--- config.mk ---
export PLATFORM = sky130hd
export DESIGN_NAME = execute_issue_ctrl_flat
export DESIGN_NICKNAME = d
export VERILOG_FILES = /design/src/rtl/execute_issue_if.sv /design/src/rtl/execute_issue_ctrl.sv /design/src/flat_wrapper.sv
export SDC_FILE = /design/constraint.sdc
export NUM_CORES = 1
export LEC_CHECK = 0
export BUFFER_PORTS_ARGS = -buffer_cell sky130_fd_sc_hd__buf_2
export CAP_MARGIN = 20
export CORE_MARGIN = 10
export CORE_UTILIZATION = 30
export DETAILED_ROUTE_END_ITERATION = 8
export PLACE_DENSITY_LB_ADDON = 0.2
export SYNTH_ARGS = -nofsm -noshare
export SYNTH_HDL_FRONTEND = slang
export SYNTH_SLANG_ARGS = --single-unit
export TNS_END_PERCENT = 10
--- constraint.sdc ---
create_clock -name clk -period 7.2 [get_ports clk]
set_input_delay 0.72 -clock clk [delete_from_list [all_inputs] [get_ports clk]]
set_output_delay 0.72 -clock clk [all_outputs]
set_load 0.03 [all_outputs]
--- src/rtl/execute_issue_if.sv ---
// Decode/writeback/execute handshake bundle for the execute issue controller.
interface execute_issue_if;
   logic        decValidIn;
   logic        decReadyOut;
   logic        isMulIn;
   logic        isKillIn;
   logic [3:0]  src1RegIn;
   logic        src1ValidIn;
   logic [3:0]  src2RegIn;
   logic        src2ValidIn;
   logic [3:0]  destRegIn;
   logic        destValidIn;
   logic [3:0]  destSpecialIn;
   logic        destSpecialValidIn;
   logic        wbStallIn;
   logic        wbDoneIn;
   logic [3:0]  wbRegIn;
   logic        wbRegValidIn;
   logic [3:0]  wbRegSpecialIn;
   logic        wbRegSpecialValidIn;
   logic        canExecuteOut;
   logic        killOut;
   logic        mulBusyOut;
   logic [15:0] pendingOut;
   logic [1:0]  stateOut;
   logic [31:0] issuedCountOut;
   logic [31:0] stallCountOut;

   // Pipeline side: decode, writeback and observers.
   modport master (
      output decValidIn, isMulIn, isKillIn, src1RegIn, src1ValidIn, src2RegIn, src2ValidIn,
             destRegIn, destValidIn, destSpecialIn, destSpecialValidIn, wbStallIn, wbDoneIn,
             wbRegIn, wbRegValidIn, wbRegSpecialIn, wbRegSpecialValidIn,
      input  decReadyOut, canExecuteOut, killOut, mulBusyOut, pendingOut, stateOut,
             issuedCountOut, stallCountOut
   );

   // Controller side.
   modport slave (
      input  decValidIn, isMulIn, isKillIn, src1RegIn, src1ValidIn, src2RegIn, src2ValidIn,
             destRegIn, destValidIn, destSpecialIn, destSpecialValidIn, wbStallIn, wbDoneIn,
             wbRegIn, wbRegValidIn, wbRegSpecialIn, wbRegSpecialValidIn,
      output decReadyOut, canExecuteOut, killOut, mulBusyOut, pendingOut, stateOut,
             issuedCountOut, stallCountOut
   );
endinterface

--- src/rtl/execute_issue_ctrl.sv ---
// Execute issue controller: holds one decoded instruction, checks the GPR
// scoreboard for RAW/WAW hazards, sequences fixed-latency MULs and raises a
// sticky kill on RET-class opcodes. decReadyOut and canExecuteOut are
// combinational so a hazard-free stream issues one instruction per cycle.
module execute_issue_ctrl #(
   parameter int unsigned MUL_LATENCY = 4,
   parameter int unsigned NUM_REGS    = 16
) (
   input logic            clk,
   input logic            reset,
   execute_issue_if.slave bus
);
   localparam int unsigned CNT_W = 32;
   localparam int unsigned MUL_W = 4;
   localparam int unsigned REG_W = 4;

   typedef enum logic [1:0] {
      IDLE     = 2'd0,
      CHECK    = 2'd1,
      MUL_WAIT = 2'd2,
      HALT     = 2'd3
   } state_t;

   state_t              state, stateNext;
   logic [NUM_REGS-1:0] pending, pendingNext, setMask, clrMask;
   logic [CNT_W-1:0]    issuedCount, issuedNext, stallCount, stallNext;
   logic [MUL_W-1:0]    mulCnt, mulCntNext;
   logic                killReg, killNext;
   logic                decReady, canExec, mulBusy, hazard, xfer;

   logic                hMul, hKill, hSrc1Valid, hSrc2Valid, hDestValid, hDestSpecialValid;
   logic [REG_W-1:0]    hSrc1, hSrc2, hDest, hDestSpecial;

   assign xfer = bus.decValidIn & decReady;

   // Registered hazard check against the held instruction; retirements this cycle are not bypassed.
   assign hazard = (hSrc1Valid        & pending[hSrc1])
                 | (hSrc2Valid        & pending[hSrc2])
                 | (hDestValid        & pending[hDest])
                 | (hDestSpecialValid & pending[hDestSpecial]);

   // Scoreboard set/clear masks; set wins over a same-edge clear.
   always_comb begin
      setMask = '0;
      clrMask = '0;
      if (hDestValid)        setMask[hDest]        = 1'b1;
      if (hDestSpecialValid) setMask[hDestSpecial] = 1'b1;
      if (bus.wbDoneIn && bus.wbRegValidIn)        clrMask[bus.wbRegIn]        = 1'b1;
      if (bus.wbDoneIn && bus.wbRegSpecialValidIn) clrMask[bus.wbRegSpecialIn] = 1'b1;
   end

   // Next-state, counters and handshake outputs.
   always_comb begin
      stateNext   = state;
      decReady    = 1'b0;
      canExec     = 1'b0;
      mulBusy     = 1'b0;
      issuedNext  = issuedCount;
      stallNext   = stallCount;
      mulCntNext  = mulCnt;
      killNext    = killReg;
      pendingNext = pending & ~clrMask;
      unique case (state)
         IDLE: begin
            decReady = 1'b1;
            if (bus.decValidIn) stateNext = CHECK;
         end
         CHECK: begin
            if (hazard || bus.wbStallIn) begin
               stallNext = stallCount + CNT_W'(1);
            end else if (hMul) begin
               stateNext   = MUL_WAIT;
               mulCntNext  = MUL_W'(MUL_LATENCY - 1);
               pendingNext = (pending & ~clrMask) | setMask;
            end else if (hKill) begin
               canExec    = 1'b1;
               issuedNext = issuedCount + CNT_W'(1);
               stateNext  = HALT;
               killNext   = 1'b1;
            end else begin
               canExec     = 1'b1;
               decReady    = 1'b1;
               issuedNext  = issuedCount + CNT_W'(1);
               pendingNext = (pending & ~clrMask) | setMask;
               stateNext   = bus.decValidIn ? CHECK : IDLE;
            end
         end
         MUL_WAIT: begin
            mulBusy = 1'b1;
            if (mulCnt != '0) begin
               mulCntNext = mulCnt - MUL_W'(1);
            end else if (!bus.wbStallIn) begin
               canExec    = 1'b1;
               issuedNext = issuedCount + CNT_W'(1);
               stateNext  = IDLE;
            end
         end
         HALT: begin
         end
         default: stateNext = IDLE;
      endcase
   end

   // State, scoreboard, counters and holding register.
   always_ff @(posedge clk) begin
      if (reset) begin
         state             <= IDLE;
         pending           <= '0;
         issuedCount       <= '0;
         stallCount        <= '0;
         mulCnt            <= '0;
         killReg           <= 1'b0;
         hMul              <= 1'b0;
         hKill             <= 1'b0;
         hSrc1             <= '0;
         hSrc1Valid        <= 1'b0;
         hSrc2             <= '0;
         hSrc2Valid        <= 1'b0;
         hDest             <= '0;
         hDestValid        <= 1'b0;
         hDestSpecial      <= '0;
         hDestSpecialValid <= 1'b0;
      end else begin
         state       <= stateNext;
         pending     <= pendingNext;
         issuedCount <= issuedNext;
         stallCount  <= stallNext;
         mulCnt      <= mulCntNext;
         killReg     <= killNext;
         if (xfer) begin
            hMul              <= bus.isMulIn;
            hKill             <= bus.isKillIn;
            hSrc1             <= bus.src1RegIn;
            hSrc1Valid        <= bus.src1ValidIn;
            hSrc2             <= bus.src2RegIn;
            hSrc2Valid        <= bus.src2ValidIn;
            hDest             <= bus.destRegIn;
            hDestValid        <= bus.destValidIn;
            hDestSpecial      <= bus.destSpecialIn;
            hDestSpecialValid <= bus.destSpecialValidIn;
         end
      end
   end

   assign bus.decReadyOut    = decReady;
   assign bus.canExecuteOut  = canExec;
   assign bus.mulBusyOut     = mulBusy;
   assign bus.killOut        = killReg;
   assign bus.pendingOut     = pending;
   assign bus.stateOut       = state;
   assign bus.issuedCountOut = issuedCount;
   assign bus.stallCountOut  = stallCount;
endmodule

--- src/flat_wrapper.sv ---
// flat-port wrapper written by rule: the top's interface ports become plain ports
module execute_issue_ctrl_flat 
#(
   parameter int unsigned MUL_LATENCY = 4,
   parameter int unsigned NUM_REGS    = 16
)
  (clk, reset, bus_decValidIn, bus_isMulIn, bus_isKillIn, bus_src1RegIn, bus_src1ValidIn, bus_src2RegIn, bus_src2ValidIn, bus_destRegIn, bus_destValidIn, bus_destSpecialIn, bus_destSpecialValidIn, bus_wbStallIn, bus_wbDoneIn, bus_wbRegIn, bus_wbRegValidIn, bus_wbRegSpecialIn, bus_wbRegSpecialValidIn, bus_decReadyOut, bus_canExecuteOut, bus_killOut, bus_mulBusyOut, bus_pendingOut, bus_stateOut, bus_issuedCountOut, bus_stallCountOut);
  execute_issue_if bus_i ();
  input logic clk;
  input logic reset;
  input wire logic [$bits(bus_i.decValidIn)-1:0] bus_decValidIn;
  input wire logic [$bits(bus_i.isMulIn)-1:0] bus_isMulIn;
  input wire logic [$bits(bus_i.isKillIn)-1:0] bus_isKillIn;
  input wire logic [$bits(bus_i.src1RegIn)-1:0] bus_src1RegIn;
  input wire logic [$bits(bus_i.src1ValidIn)-1:0] bus_src1ValidIn;
  input wire logic [$bits(bus_i.src2RegIn)-1:0] bus_src2RegIn;
  input wire logic [$bits(bus_i.src2ValidIn)-1:0] bus_src2ValidIn;
  input wire logic [$bits(bus_i.destRegIn)-1:0] bus_destRegIn;
  input wire logic [$bits(bus_i.destValidIn)-1:0] bus_destValidIn;
  input wire logic [$bits(bus_i.destSpecialIn)-1:0] bus_destSpecialIn;
  input wire logic [$bits(bus_i.destSpecialValidIn)-1:0] bus_destSpecialValidIn;
  input wire logic [$bits(bus_i.wbStallIn)-1:0] bus_wbStallIn;
  input wire logic [$bits(bus_i.wbDoneIn)-1:0] bus_wbDoneIn;
  input wire logic [$bits(bus_i.wbRegIn)-1:0] bus_wbRegIn;
  input wire logic [$bits(bus_i.wbRegValidIn)-1:0] bus_wbRegValidIn;
  input wire logic [$bits(bus_i.wbRegSpecialIn)-1:0] bus_wbRegSpecialIn;
  input wire logic [$bits(bus_i.wbRegSpecialValidIn)-1:0] bus_wbRegSpecialValidIn;
  output wire logic [$bits(bus_i.decReadyOut)-1:0] bus_decReadyOut;
  output wire logic [$bits(bus_i.canExecuteOut)-1:0] bus_canExecuteOut;
  output wire logic [$bits(bus_i.killOut)-1:0] bus_killOut;
  output wire logic [$bits(bus_i.mulBusyOut)-1:0] bus_mulBusyOut;
  output wire logic [$bits(bus_i.pendingOut)-1:0] bus_pendingOut;
  output wire logic [$bits(bus_i.stateOut)-1:0] bus_stateOut;
  output wire logic [$bits(bus_i.issuedCountOut)-1:0] bus_issuedCountOut;
  output wire logic [$bits(bus_i.stallCountOut)-1:0] bus_stallCountOut;
  assign bus_i.decValidIn = bus_decValidIn;
  assign bus_i.isMulIn = bus_isMulIn;
  assign bus_i.isKillIn = bus_isKillIn;
  assign bus_i.src1RegIn = bus_src1RegIn;
  assign bus_i.src1ValidIn = bus_src1ValidIn;
  assign bus_i.src2RegIn = bus_src2RegIn;
  assign bus_i.src2ValidIn = bus_src2ValidIn;
  assign bus_i.destRegIn = bus_destRegIn;
  assign bus_i.destValidIn = bus_destValidIn;
  assign bus_i.destSpecialIn = bus_destSpecialIn;
  assign bus_i.destSpecialValidIn = bus_destSpecialValidIn;
  assign bus_i.wbStallIn = bus_wbStallIn;
  assign bus_i.wbDoneIn = bus_wbDoneIn;
  assign bus_i.wbRegIn = bus_wbRegIn;
  assign bus_i.wbRegValidIn = bus_wbRegValidIn;
  assign bus_i.wbRegSpecialIn = bus_wbRegSpecialIn;
  assign bus_i.wbRegSpecialValidIn = bus_wbRegSpecialValidIn;
  assign bus_decReadyOut = bus_i.decReadyOut;
  assign bus_canExecuteOut = bus_i.canExecuteOut;
  assign bus_killOut = bus_i.killOut;
  assign bus_mulBusyOut = bus_i.mulBusyOut;
  assign bus_pendingOut = bus_i.pendingOut;
  assign bus_stateOut = bus_i.stateOut;
  assign bus_issuedCountOut = bus_i.issuedCountOut;
  assign bus_stallCountOut = bus_i.stallCountOut;
  execute_issue_ctrl #(.MUL_LATENCY(MUL_LATENCY), .NUM_REGS(NUM_REGS)) u_core (.clk(clk), .reset(reset), .bus(bus_i));
endmodule
# --- After elaboration in Yosys (flattened, before gate mapping) ---
# Index checks and enable logic that the tools add are counted.
word_totals:
  reg_bits: 109
  elab_cells: 120
  inputBits: 37
op_classes:
  eq_ne: 9
  n_lt_le_gt_ge: 10
  bitwise_logic: 15
  addsub: 3
  reduce_logical: 16
  mux: 51
ops:
  columns: ["op", "n"]
  rows:
  - ["$mux 16", 8]
  - ["$mux 32", 4]
  - ["$add 32x1->32 const B", 2]
  - ["$pmux 32 s2", 1]
  - ["$or 16x16->16", 3]
  - ["$lt 4x5->1 const B", 6]
  - ["$mux 1", 17]
  - ["$and 16x16->16", 1]
  - ["$bmux 1 s4", 4]
  - ["$demux 1 s4", 4]
  - ["$ge 4x1->1 const B", 4]
  - ["$not 16->16", 1]
  - ["$mux 2", 6]
  - ["$mux 4", 3]
  - ["$ne 2x2->1 const B", 5]
  - ["$reduce_and 5->1", 2]
  - ["$pmux 4 s2", 1]
  - ["$reduce_and 4->1", 2]
  - ["$logic_and 1x1->1", 6]
  - ["$pmux 2 s3", 1]
  - ["$and 1x1->1", 5]
  - ["$ne 2x1->1 const B", 2]
  - ["$pmux 1 s2", 2]
  - ["$reduce_bool 4->1", 1]
  - ["other kinds (10)", 13]

# --- Logic depth before layout (Yosys ltp) ---
logic_depth:
  ltp_word: 14
  depth_mapped: 11
  depth_no_buf: 8

# --- Least setup slack after synthesis ---
# OpenSTA, ideal clock, no wires.
synth_timing:
  path_type: "register to output"
  startpoint: "register u_core.hDestSpecial[0]"
  endpoint: "output port bus_decReadyOut"
  path_stages_with_launch: 9
  slack_ns: 3.965
  t_arrival_ns: 2.515
  cell_sequence: "dfxtp_1 buf_4 mux4_2 mux4_2 and2_1 buf_2 nor3_4 nand2_1 o21bai_1"
synth_via:
  elab_chain_len: 7
synth_lines:
  columns: ["element", "line_no", "text"]
  rows:
  - ["start: declaration", "execute_issue_ctrl.sv:32", "logic [REG_W-1:0] hSrc1, hSrc2, hDest, hDestSpecial;"]
  - ["start signal: assignment", "execute_issue_ctrl.sv:139", "hDestSpecial <= bus.destSpecialIn;"]
  - ["$bmux 1 s4", "execute_issue_ctrl.sv:40", "| (hDestSpecialValid & pending[hDestSpecial]);"]
  - ["$mux 1 (implied by the code)", "execute_issue_ctrl.sv:40", null]
  - ["$and 1x1->1", "execute_issue_ctrl.sv:40", null]
  - ["$or 1x1->1", "execute_issue_ctrl.sv:40", null]
  - ["$logic_or 1x1->1", "execute_issue_ctrl.sv:69", "if (hazard || bus.wbStallIn) begin"]
  - ["$mux 1", "execute_issue_ctrl.sv:69", null]
  - ["$pmux 1 s2", "execute_issue_ctrl.sv:63", "unique case (state)"]
  - ["end: declaration", "flat_wrapper.sv:28", "output wire logic [$bits(bus_i.decReadyOut)-1:0] bus_decReadyOut;"]
# No other way between the ends. The select of a mux whose other input is x is not followed.

# --- Worst setup path after layout ---
layout_timing:
  startpoint: "register u_core.hDest[1]"
  endpoint: "register u_core.issuedCount[31], in the netlist u_core.bus.issuedCountOut[31]"
layout_via:
  elab_chain_len: 8
layout_lines:
  columns: ["element", "line_no", "text"]
  rows:
  - ["start: declaration", "execute_issue_ctrl.sv:32", null]
  - ["start signal: assignment", "execute_issue_ctrl.sv:137", "hDest <= bus.destRegIn;"]
  - ["$bmux 1 s4", "execute_issue_ctrl.sv:39", "| (hDestValid & pending[hDest])"]
  - ["$mux 1 (implied by the code)", "execute_issue_ctrl.sv:39", null]
  - ["$and 1x1->1", "execute_issue_ctrl.sv:39", null]
  - ["$or 1x1->1", "execute_issue_ctrl.sv:39", null]
  - ["$or 1x1->1", "execute_issue_ctrl.sv:40", null]
  - ["$logic_or 1x1->1", "execute_issue_ctrl.sv:69", null]
  - ["$ne 2x2->1 (no line)", null, null]
  - ["$reduce_and 5->1 (no line)", null, null]
  - ["end signal: assignment", "execute_issue_ctrl.sv:126", "issuedCount <= issuedNext;"]
  - ["end: declaration", "execute_issue_ctrl.sv:26", "logic [CNT_W-1:0] issuedCount, issuedNext, stallCount, stallNext;"]
# No other way between the ends. The select of a mux whose other input is x is not followed.
# A chain may end at the register's enable or synchronous reset.

==> impl_metrics.tcl <==
set metrics [dict create \
    run_status "finished clean" \
    yosysWarnings 0 \
    drtIter0Drc 421 \
    first_global_vias 5164 \
    max-slew-margin-rel_pct 31.2 \
    die_y_um 161 \
    min_period_ns 4.08 \
    layout_common_cells "buf_2 (121), dfxtp_1 (109), nor2_1 (80), nand2_1 (40), mux2i_1 (34)" \
    rsz0062_at_grt "false" \
    critPathSlowestCell "o41ai_4" \
    peakVddDrop_mv 0.126 \
    async_reset_ff_share_pct 0 \
    synth_cells 685 \
    cts_resized 0 \
    clk_latency_ns 0.35 \
    synth_cell_types 55 \
    drt_pass1_iterations 5 \
    setup_viol 0 \
    grt_pass1_wl_um 29000 \
    drive_gt1_share_pct 20.9 \
    crit_type "reg2reg" \
    hold_path_class "reg2reg" \
    synth_ff_type "dfxtp_1" \
    synth.avg_cell_area_um2 8.66 \
    die-area_um2 25800 \
    routed_wl_um 18000 \
    synthesis.nets 730 \
    htreeDepth 3 \
    synth.ff_latch_count 109 \
    tightest_slew_ns 1.03 \
    power_per_cell_area_nw_per_um2 195 \
    cts_tree "done" \
    grt_remaining_overflow 0 \
    port_buffers 122 \
    cp.required_ns 7.43 \
    yosysSeqAreaShare_pct 36.8 \
    initial_core_util_pct 30.5 \
    synth.top_cells.by_area "dfxtp_1 (37%), mux2i_1 (5.7%), nor2_1 (5.1%)" \
    vias 5427 \
    io_pins 123 \
    cts-root-buf "clkbuf_16" \
    finalClockSkew_ns 0.00988 \
    slew_viol_final 0 \
    cp_max_fo 37 \
    fin_util_pct 36.1 \
    dp_hpwl_um 13100 \
    placementRows 51 \
    finalHoldViolCount 0 \
    die_w_um 161 \
    worst_setup_path_end_kind "flop" \
    synth_top_area_share_pct 36.8 \
    cp.depth 7 \
    max-cap-violations 0 \
    grt_max_degree 96 \
    cpPeakStageDelay_ns 0.85 \
    layout_commonest_cell "buf_2" \
    ant_nets 0 \
    rrSetupSlack_ns 3.12 \
    startpoint_type "flop" \
    cts_buffer_depth 2 \
    setup_tns_ns 0 \
    syn2layout_area_growth_pct 18.4 \
    hold_path_depth 2 \
    synth_area_um2 5930 \
    drc 0 \
    critical_path_buf_inv_count 0 \
    clk_pin_slew_ns 0.07 \
    fin_nets 824 \
    yosys.area.top_type "dfxtp_1" \
    antenna_found_initial 1 \
    max_freq_mhz 245 \
    clock_sinks 109 \
    worstPathArrival_ns 4.32 \
    critical_path.cell_chain "mux4_2, o2111ai_1, nand4_1, o41ai_4, nand2_2, nor4_1, mux2_1" \
    p_leak_nw 2.64 \
    viasPerCell 5.18 \
    numCtsBuffers 9 \
    routedWlPerCell_um 17.2 \
    gr-usage-all-layers_pct 13.6 \
    place.gp.congestion 0.784 \
    postCtsSetupBuffers 0 \
    hold_buffers 0 \
    period_share_pct 56.7 \
    core_um2 19500 \
    synth_edf_count 0 \
    cp_top_family "simple AND/OR/NAND/NOR gates" \
    reg2regPathDepth 7 \
    diodes 0 \
]
metal layers:
| layer | vias to the layer above | share of wire (%) | GRT usage [%] | wire length, µm |
|---|---|---|---|---|
| li1 | 2735 | - | - | - |
| met1 | 2517 | 49 | 19.0 | 8850 |
| met2 | 152 | 44 | 20.4 | 7880 |
| met3 | 23 | 5.8 | 3.27 | 1050 |
| met4 | 0 | 1.2 | 3.59 | 214 |
| met5 | - | 0 | 0 | 0 |
area by class of cell:
type / count / area, µm²
clock buffers: 11 / 253
clock inverters: 4 / 47.5
fillers: 2044 / 12400
inverters: 22 / 82.6
multi-input cells: 512 / 3490
flip-flops and latches: 109 / 2180
well taps: 265 / 332
repair buffers: 125 / 636
where the power goes:
part           internal (mW)  switching (mW)
sequential             0.622          0.0318
clock                  0.286           0.228
combinational         0.0752           0.127
total                  0.983           0.386
cell usage after synthesis (2+ instances only):
library cell,number
dfxtp_1,109
nor2_1,80
nand2_1,40
mux2i_1,34
a21oi_1,28
clkbuf_1,28
nand3_1,25
xnor2_1,25
o21ai_0,22
inv_1,21
nand4_1,19
nor3_1,18
a32o_1,17
or3_1,17
a22oi_1,16
nor4_1,16
o22ai_1,16
and3_1,15
buf_2,12
mux4_2,12
xor2_1,11
and2_1,10
nor2b_1,9
ha_1,8
or4_1,8
and4_1,7
nand2b_1,7
o31ai_1,6
a31oi_1,5
o2111ai_1,5
or2_2,4
mux2_1,3
nand3b_1,3
nor3b_1,3
a221oi_1,2
a31o_2,2
a41oi_1,2
o311ai_2,2
o31a_1,2
cell families (layout without fill, tap and decap cells):
| group | count (synthesis) | count (layout) | share of synthesized area (%) |
|---|---|---|---|
| xor gates and xnor gates | 36 | 36 | 5.31 |
| buffers and inverters | 64 | 162 | 4.36 |
| AOI/OAI and AO/OA | 134 | 134 | 16.1 |
| adders and majority gates | 8 | 8 | 1.69 |
| DFF | 109 | 109 | 36.8 |
| muxes | 49 | 49 | 10.9 |
| and+or+nand+nor | 285 | 285 | 24.9 |
stage by stage:
step	setup slack [ns]	power [mW]	instance area [µm²]	hold WS, ns	instances
6_report	3.12	1.37	7030	0.472	1048
5_1_grt	2.81	1.44	7030	0.500	1048
4_1_cts	3.08	1.39	7030	0.473	1048
3_5_place_dp	3.11	0.870	6730	0.457	1033
3_3_place_gp	3.28	0.870	6730	0.458	1033
2_1_floorplan	3.97	0.814	5930	0.482	685
final timing paths:
check                          start                            end
setup / recovery     u_core.hDest[1]  u_core.bus.issuedCountOut[31]
hold / removal    u_core.bus.killOut             u_core.bus.killOut
setup reg to reg     u_core.hDest[1]  u_core.bus.issuedCountOut[31]
hold reg to reg   u_core.bus.killOut             u_core.bus.killOut
registers in the layout (all words and copies together), names as in the netlist:
register                   flops
u_core.hSrc2                   4
u_core.bus.stateOut            2
u_core.bus.stallCountOut      32
u_core.bus.killOut             1
u_core.hDestValid              1
u_core.hDest                   4
u_core.hSrc2Valid              1
u_core.hSrc1                   4
u_core.bus.issuedCountOut     32
u_core.hMul                    1
u_core.hKill                   1
u_core.bus.pendingOut         16
u_core.hDestSpecialValid       1
u_core.hSrc1Valid              1
u_core.hDestSpecial            4
u_core.mulCnt                  4
worst reg2reg max path, stage by stage, from the launching register on:
cell and delay (ns):
dfxtp_1 0.56, mux4_2 0.55, o2111ai_1 0.23, nand4_1 0.37, o41ai_4 0.85, nand2_2 0.56, nor4_1 0.49, mux2_1 0.35
Note: power is estimated with default switching activity, not from simulation.
